`src/rtl/morse_pkg.sv`:
```
// morse_pkg: types and constants shared by the Morse element classifier and
// the downstream letter-lookup stage.
//   morse_state_t : classifier FSM states
//   DOT / DASH    : element encoding in the letter buffer
//   MAX_ELEMS     : element slots per letter
//   DUR_W/DUR_MAX : duration counter width and saturation value
package morse_pkg;

  typedef enum logic [1:0] {
    IDLE  = 2'd0,
    PRESS = 2'd1,
    GAP   = 2'd2
  } morse_state_t;

  localparam logic DOT  = 1'b0;
  localparam logic DASH = 1'b1;

  localparam int MAX_ELEMS = 5;
  localparam int DUR_W     = 3;
  localparam logic [DUR_W-1:0] DUR_MAX = '1;

endpackage

```
`src/rtl/morse_dur_counter.sv`:
```
// morse_dur_counter: saturating tick counter measuring press/release duration.
// Ports:
//   clk   : system clock
//   rst_n : asynchronous active-low reset
//   clr   : synchronous clear, has priority over inc
//   inc   : count one tick
//   cnt   : current duration in ticks, sticks at DUR_MAX
module morse_dur_counter
  import morse_pkg::*;
(
  input  logic             clk,
  input  logic             rst_n,
  input  logic             clr,
  input  logic             inc,
  output logic [DUR_W-1:0] cnt
);

  always_ff @(posedge clk or negedge rst_n) begin
    if (!rst_n) begin
      cnt <= '0;
    end else if (clr) begin
      cnt <= '0;
    end else if (inc && (cnt != DUR_MAX)) begin
      cnt <= cnt + 1'b1;
    end
  end

endmodule

```
`src/rtl/morse_element_classifier.sv`:
```
// morse_element_classifier: classifies key presses (measured in counter-wrap
// ticks) as dot/dash, collects them into a letter and strobes the letter out
// once the key has stayed released for LETTER_GAP_TICKS.
// Optional feature macro: MORSE_WORD_GAP_EN adds the word_gap port and keeps
// counting released ticks in IDLE after a letter to flag a word gap.
// Ports:
//   clk       : system clock
//   rst_n     : asynchronous active-low reset
//   tick      : one-cycle pulse per counter wrap
//   key       : synchronized key level, 1 = pressed
//   sym_valid : one-cycle strobe, letter outputs valid
//   sym_bits  : element bits, first element in bit 0, 1 = dash
//   sym_len   : element count of the letter (1..5)
//   sym_ovf   : letter had more than 5 elements, extras dropped
//   word_gap  : one-cycle word gap strobe (MORSE_WORD_GAP_EN only)
//
// state | meaning
// IDLE  | no elements pending (counts toward word gap when enabled)
// PRESS | key held, measuring element duration
// GAP   | key released with a letter open, measuring gap
module morse_element_classifier
  import morse_pkg::*;
#(
  parameter int DASH_TICKS       = 3,
  parameter int LETTER_GAP_TICKS = 3,
  parameter int WORD_GAP_TICKS   = 7
) (
  input  logic                 clk,
  input  logic                 rst_n,
  input  logic                 tick,
  input  logic                 key,
  output logic                 sym_valid,
  output logic [MAX_ELEMS-1:0] sym_bits,
  output logic [2:0]           sym_len,
  output logic                 sym_ovf
`ifdef MORSE_WORD_GAP_EN
  ,
  output logic                 word_gap
`endif
);

  morse_state_t state, state_nxt;

  logic [DUR_W-1:0]     cnt;
  logic                 cnt_clr;
  logic                 cnt_inc;
  logic                 push;
  logic                 emit;
  logic                 elem;
  logic [MAX_ELEMS-1:0] elem_buf;
  logic [2:0]           elem_len;
  logic                 elem_ovf;

`ifdef MORSE_WORD_GAP_EN
  logic wg_armed;
  logic wg_pulse;
`endif

  morse_dur_counter u_dur (
    .clk   (clk),
    .rst_n (rst_n),
    .clr   (cnt_clr),
    .inc   (cnt_inc),
    .cnt   (cnt)
  );

  assign elem = (cnt >= DUR_W'(DASH_TICKS)) ? DASH : DOT;

  always_comb begin
    state_nxt = state;
    cnt_clr   = 1'b0;
    cnt_inc   = tick;
    push      = 1'b0;
    emit      = 1'b0;
`ifdef MORSE_WORD_GAP_EN
    wg_pulse  = 1'b0;
`endif
    case (state)
      IDLE: begin
`ifdef MORSE_WORD_GAP_EN
        cnt_inc = tick && wg_armed;
`else
        cnt_inc = 1'b0;
`endif
        if (key) begin
          state_nxt = PRESS;
          cnt_clr   = 1'b1;
        end
`ifdef MORSE_WORD_GAP_EN
        else if (wg_armed && tick && (cnt == DUR_W'(WORD_GAP_TICKS - 1))) begin
          wg_pulse = 1'b1;
        end
`endif
      end
      PRESS: begin
        if (!key) begin
          state_nxt = GAP;
          cnt_clr   = 1'b1;
          push      = 1'b1;
        end
      end
      GAP: begin
        if (key) begin
          state_nxt = PRESS;
          cnt_clr   = 1'b1;
        end else if (tick && (cnt == DUR_W'(LETTER_GAP_TICKS - 1))) begin
          state_nxt = IDLE;
          emit      = 1'b1;
`ifndef MORSE_WORD_GAP_EN
          cnt_clr   = 1'b1;
`endif
          // with word gap enabled the count runs on through IDLE so the
          // letter-gap ticks count toward the word gap
        end
      end
      default: begin
        state_nxt = IDLE;
        cnt_clr   = 1'b1;
      end
    endcase
  end

  always_ff @(posedge clk or negedge rst_n) begin
    if (!rst_n) begin
      state <= IDLE;
    end else begin
      state <= state_nxt;
    end
  end

  always_ff @(posedge clk or negedge rst_n) begin
    if (!rst_n) begin
      elem_buf  <= '0;
      elem_len  <= '0;
      elem_ovf  <= 1'b0;
      sym_valid <= 1'b0;
      sym_bits  <= '0;
      sym_len   <= '0;
      sym_ovf   <= 1'b0;
    end else begin
      sym_valid <= emit;
      if (push) begin
        if (elem_len < 3'(MAX_ELEMS)) begin
          elem_buf <= elem_buf | (MAX_ELEMS'(elem) << elem_len);
          elem_len <= elem_len + 1'b1;
        end else begin
          elem_ovf <= 1'b1;
        end
      end else if (emit) begin
        sym_bits <= elem_buf;
        sym_len  <= elem_len;
        sym_ovf  <= elem_ovf;
        elem_buf <= '0;
        elem_len <= '0;
        elem_ovf <= 1'b0;
      end
    end
  end

`ifdef MORSE_WORD_GAP_EN
  always_ff @(posedge clk or negedge rst_n) begin
    if (!rst_n) begin
      wg_armed <= 1'b0;
      word_gap <= 1'b0;
    end else begin
      word_gap <= wg_pulse;
      if (key || wg_pulse) begin
        wg_armed <= 1'b0;
      end else if (emit) begin
        wg_armed <= 1'b1;
      end
    end
  end
`endif

endmodule

```
`config.mk`:
```
export PLATFORM = sky130hd
export DESIGN_NAME = morse_element_classifier
export DESIGN_NICKNAME = d
export VERILOG_FILES = /design/src/rtl/morse_pkg.sv /design/src/rtl/morse_dur_counter.sv /design/src/rtl/morse_element_classifier.sv
export SDC_FILE = /design/constraint.sdc
export NUM_CORES = 1
export LEC_CHECK = 0
export BUFFER_PORTS_ARGS = -buffer_cell sky130_fd_sc_hd__buf_2
export CAP_MARGIN = 20
export CORE_UTILIZATION = 33
export CTS_CLUSTER_DIAMETER = 60
export DETAILED_ROUTE_END_ITERATION = 10
export GPL_ROUTABILITY_DRIVEN = 0
export PLACE_DENSITY = 0.5
export SETUP_SLACK_MARGIN = 0.15
export SKIP_CTS_REPAIR_TIMING = 1
export SLEW_MARGIN = 20
export SYNTH_ARGS = -nofsm -noshare
export SYNTH_HDL_FRONTEND = slang
export SYNTH_SLANG_ARGS = --single-unit
```
`constraint.sdc`:
```
create_clock -name clk -period 3.59 [get_ports clk]
set_input_delay 0.718 -clock clk [delete_from_list [all_inputs] [get_ports clk]]
set_output_delay 0.718 -clock clk [all_outputs]
set_load 0.02 [all_outputs]
```
==> implementation parameters <==
Parameter                              Value

STA
  Tcrit/Tclk final ... 56.6%
  Timing-limited maximum frequency ... 492 MHz
  PnR worst setup slack ... 1.56 ns
  Setup repair after global routing missed its margin ... false
  Clock Skews ... 0.00563 ns
  Total count of hold-check failures in the final report ... 0
  Final Max Slew Viols ... 0
  Slew at the pin closest to its max-slew limit ... 0.665 ns
  Final critical delay including setup and external delays ... 2.03 ns
  Setup Total Neg Slack ... 0 ns
  Worst hold slack across all endpoints ... 0.351 ns
  Worst slew slack as a fraction of its limit ... 55.6%
  Count of endpoints failing setup in the final report ... 0

Finish
  Final Non-Filler Cells ... 154
  Area growth from synthesis to final layout ... 14.8%
  Final cell utilization of the core ... 39.5%
  Antenna diode count ... 0
  Share of final-layout standard cells stronger than drive strength 1 ... 25.9%
  Design area ... 0.00132 mm2
  Final nets ... 118

Yosys
  Synthesized instance count ... 92
  Post-synth cell types ... 31
  Synth top area share ... 52.3%
  Synthesized flop and latch total ... 24
  Sequential cell area fraction in the yosys report ... 52.3%
  Leading cell type by number of instances after synthesis ... dfrtp_1
  EDFF count, synth ... 0
  Async set-or-reset flop fraction in the synthesized netlist ... 100%
  Largest area contributor in the synthesized netlist ... dfrtp_1
  Synth Net Count ... 101
  Post-synth top flop ... dfrtp_1
  Top cells by area in the synthesized netlist ... dfrtp_1 (52%), mux2_4 (10%), ha_1 (5.4%)
  Post-Synthesis Mean Instance Area ... 12.5 um2
  Count of warnings emitted by yosys ... 0
  Combined area of all synthesized cells ... 0.00115 mm2
  Ranking of synthesized cells by instance count ... dfrtp_1 (24), mux2_4 (8)

Floorplan
  Placement Rows ... 21
  Floorplan die height ... 61.0 um
  Area of the core region ... 0.00334 mm2
  Die area ... 0.00372 mm2
  Chip Width ... 61.0 um
  Initial standard-cell utilization of the core ... 34.4%
  Count of pins on the block boundary ... 14

Setup path
  Category of the most critical setup path ... in -> reg
  Crit-path leading delay family ... simple AND/OR/NAND/NOR gates
  Startpoint Class ... primary input
  Sum of buffers and inverters on the critical path ... 2
  CP endpoint kind ... flip-flop
  Largest fanout of any net on the critical path ... 10
  Ordered cell list for the critical path ... buf_2 -> or3b_1 -> or2_1 -> inv_6 -> mux2_1
  Arrival time reported for the critical path endpoint ... 2.25 ns
  CP max stage cell ... or2_1
  Max stage delay on crit path ... 0.47 ns
  Critical path required time ... 3.81 ns

CTS
  Clock network latency to the later pin of the worst-skew pair ... 0.31 ns
  Clock slew at reported path FFs ... 0.13 ns
  CTS tree ... built
  CTS Buf Count ... 3
  # H-tree levels ... 1
  CTS max path bufs ... 2
  Sink count of the clock tree ... 24
  Root buf cell ... clkbuf_4

Place
  I/O Buffers ... 13
  Placed cell area ... 0.00126 mm2
  DP HPWL ... 1420 um
  Instance count after placement with tap cells included ... 150
  Worst-case setup slack after placement ... 1.20 ns

Power and ir drop
  Power density of the placed cells ... 537 mW/mm2
  Leak ... 0.670 nW
  Max rail drop VDD ... 0.000305 V
  Post-layout power ... 708 uW

Status
  Result of the run ... complete, no violations

Detailed routing
  Remaining DRCs ... 0
  Routed vias/inst ... 4.90
  Initial DRC Count ... 45
  DR pass1 iterations ... 4
  Total length of routed wires ... 1960 um
  Number of routed nets with antenna violations ... 0
  DR vias ... 754
  Routed length per placed instance ... 12.7 um

GRT
  Global route total overflow ... 0
  Initial antenna violation count ... 0
  Maximum number of pins on one net before global-route repair ... 25
  Via count of the first global-routing pass ... 703
  GR Util All Layers ... 12.4%
  First-pass GRT wire length ... 3320 um

Min path
  Kind of path behind the tightest hold check ... in -> async

Run
  Maximum capacitance violations ... 0
-- routing by layer --
| metal | wire length (um) | global-route usage, % | vias up |
|---|---|---|---|
| li1 | - | - | 372 |
| met1 | 1010 | 17.0 | 368 |
| met2 | 886 | 19.3 | 12 |
| met3 | 49 | 3.84 | 2 |
| met4 | 21 | 2.92 | 0 |
| met5 | 0 | 0 | - |
-- state kept, by name, indices dropped and copies added (netlist names) --
register,flops
elem_buf,5
elem_len,3
elem_ovf,1
state,2
sym_bits,5
sym_len,3
sym_ovf,1
sym_valid,1
u_dur.cnt,3
-- final timing paths --
check | endpoint | slack (ns) | start | depth (start not counted)
max | sym_ovf | 1.56 | key | 5
min | sym_len[2] | 0.35 | rst_n | 1
max reg2reg | sym_ovf | 1.57 | state[0] | 4
min reg2reg | sym_ovf | 0.50 | sym_ovf | 1
max in group asynchronous | u_dur.cnt[0] | 2.89 | rst_n | 1
min in group clk | sym_ovf | 0.50 | sym_ovf | 1
-- report_power, final --
part | switching, mW | internal (mW)
clock | 0.0808 | 0.113
sequential | 0.0520 | 0.311
combinational | 0.0779 | 0.0734
-- cells in the final DEF, fill, tap and decap left out --
master,n
dfrtp_1,24
buf_2,13
mux2_4,8
inv_1,5
nor2_1,5
o21ai_0,5
ha_1,5
a41oi_1,4
a21oi_1,3
nand2b_1,3
or3_1,3
a22oi_1,3
clkbuf_4,3
nand3b_1,2
nand2_1,2
o211a_1,2
o32ai_1,2
or3b_1,1
or2_1,1
inv_6,1
mux2_1,1
a211o_1,1
nor3b_1,1
nor2b_1,1
and2_1,1
a311oi_1,1
a22o_1,1
xnor2_1,1
or3b_2,1
nor4b_2,1
nand4_1,1
a21boi_0,1
bufinv_16,1
-- worst register-to-register path, stage by stage, from the launching register on --
cell and delay [ns]:
dfrtp_1 0.48, or3b_1 0.45, or2_1 0.47, inv_6 0.19, mux2_1 0.32
-- area by class of cell --
cell class / count / area [um2]
clock inverters: 1 / 30.0
repair buffers: 13 / 65.1
multi-input cells: 61 / 515
well taps: 46 / 57.6
fillers: 335 / 2020
flip-flops and latches: 24 / 601
clock buffers: 3 / 22.5
inverters: 6 / 27.5
-- kinds of logic (layout without fill, tap and decap cells) --
logic type | Yosys count | after routing | share of synthesized area [%]
XOR/XNOR | 1 | 1 | 0.763
adder cells (fa/ha/maj) | 5 | 5 | 5.45
AO/OA/AOI/OAI | 23 | 23 | 14.7
AND/OR/NAND/NOR | 23 | 23 | 12.0
multiplexers | 9 | 9 | 11.4
buffers and inverters | 7 | 23 | 3.38
flip-flops | 24 | 24 | 52.3
(Power assumes the default switching activity.)
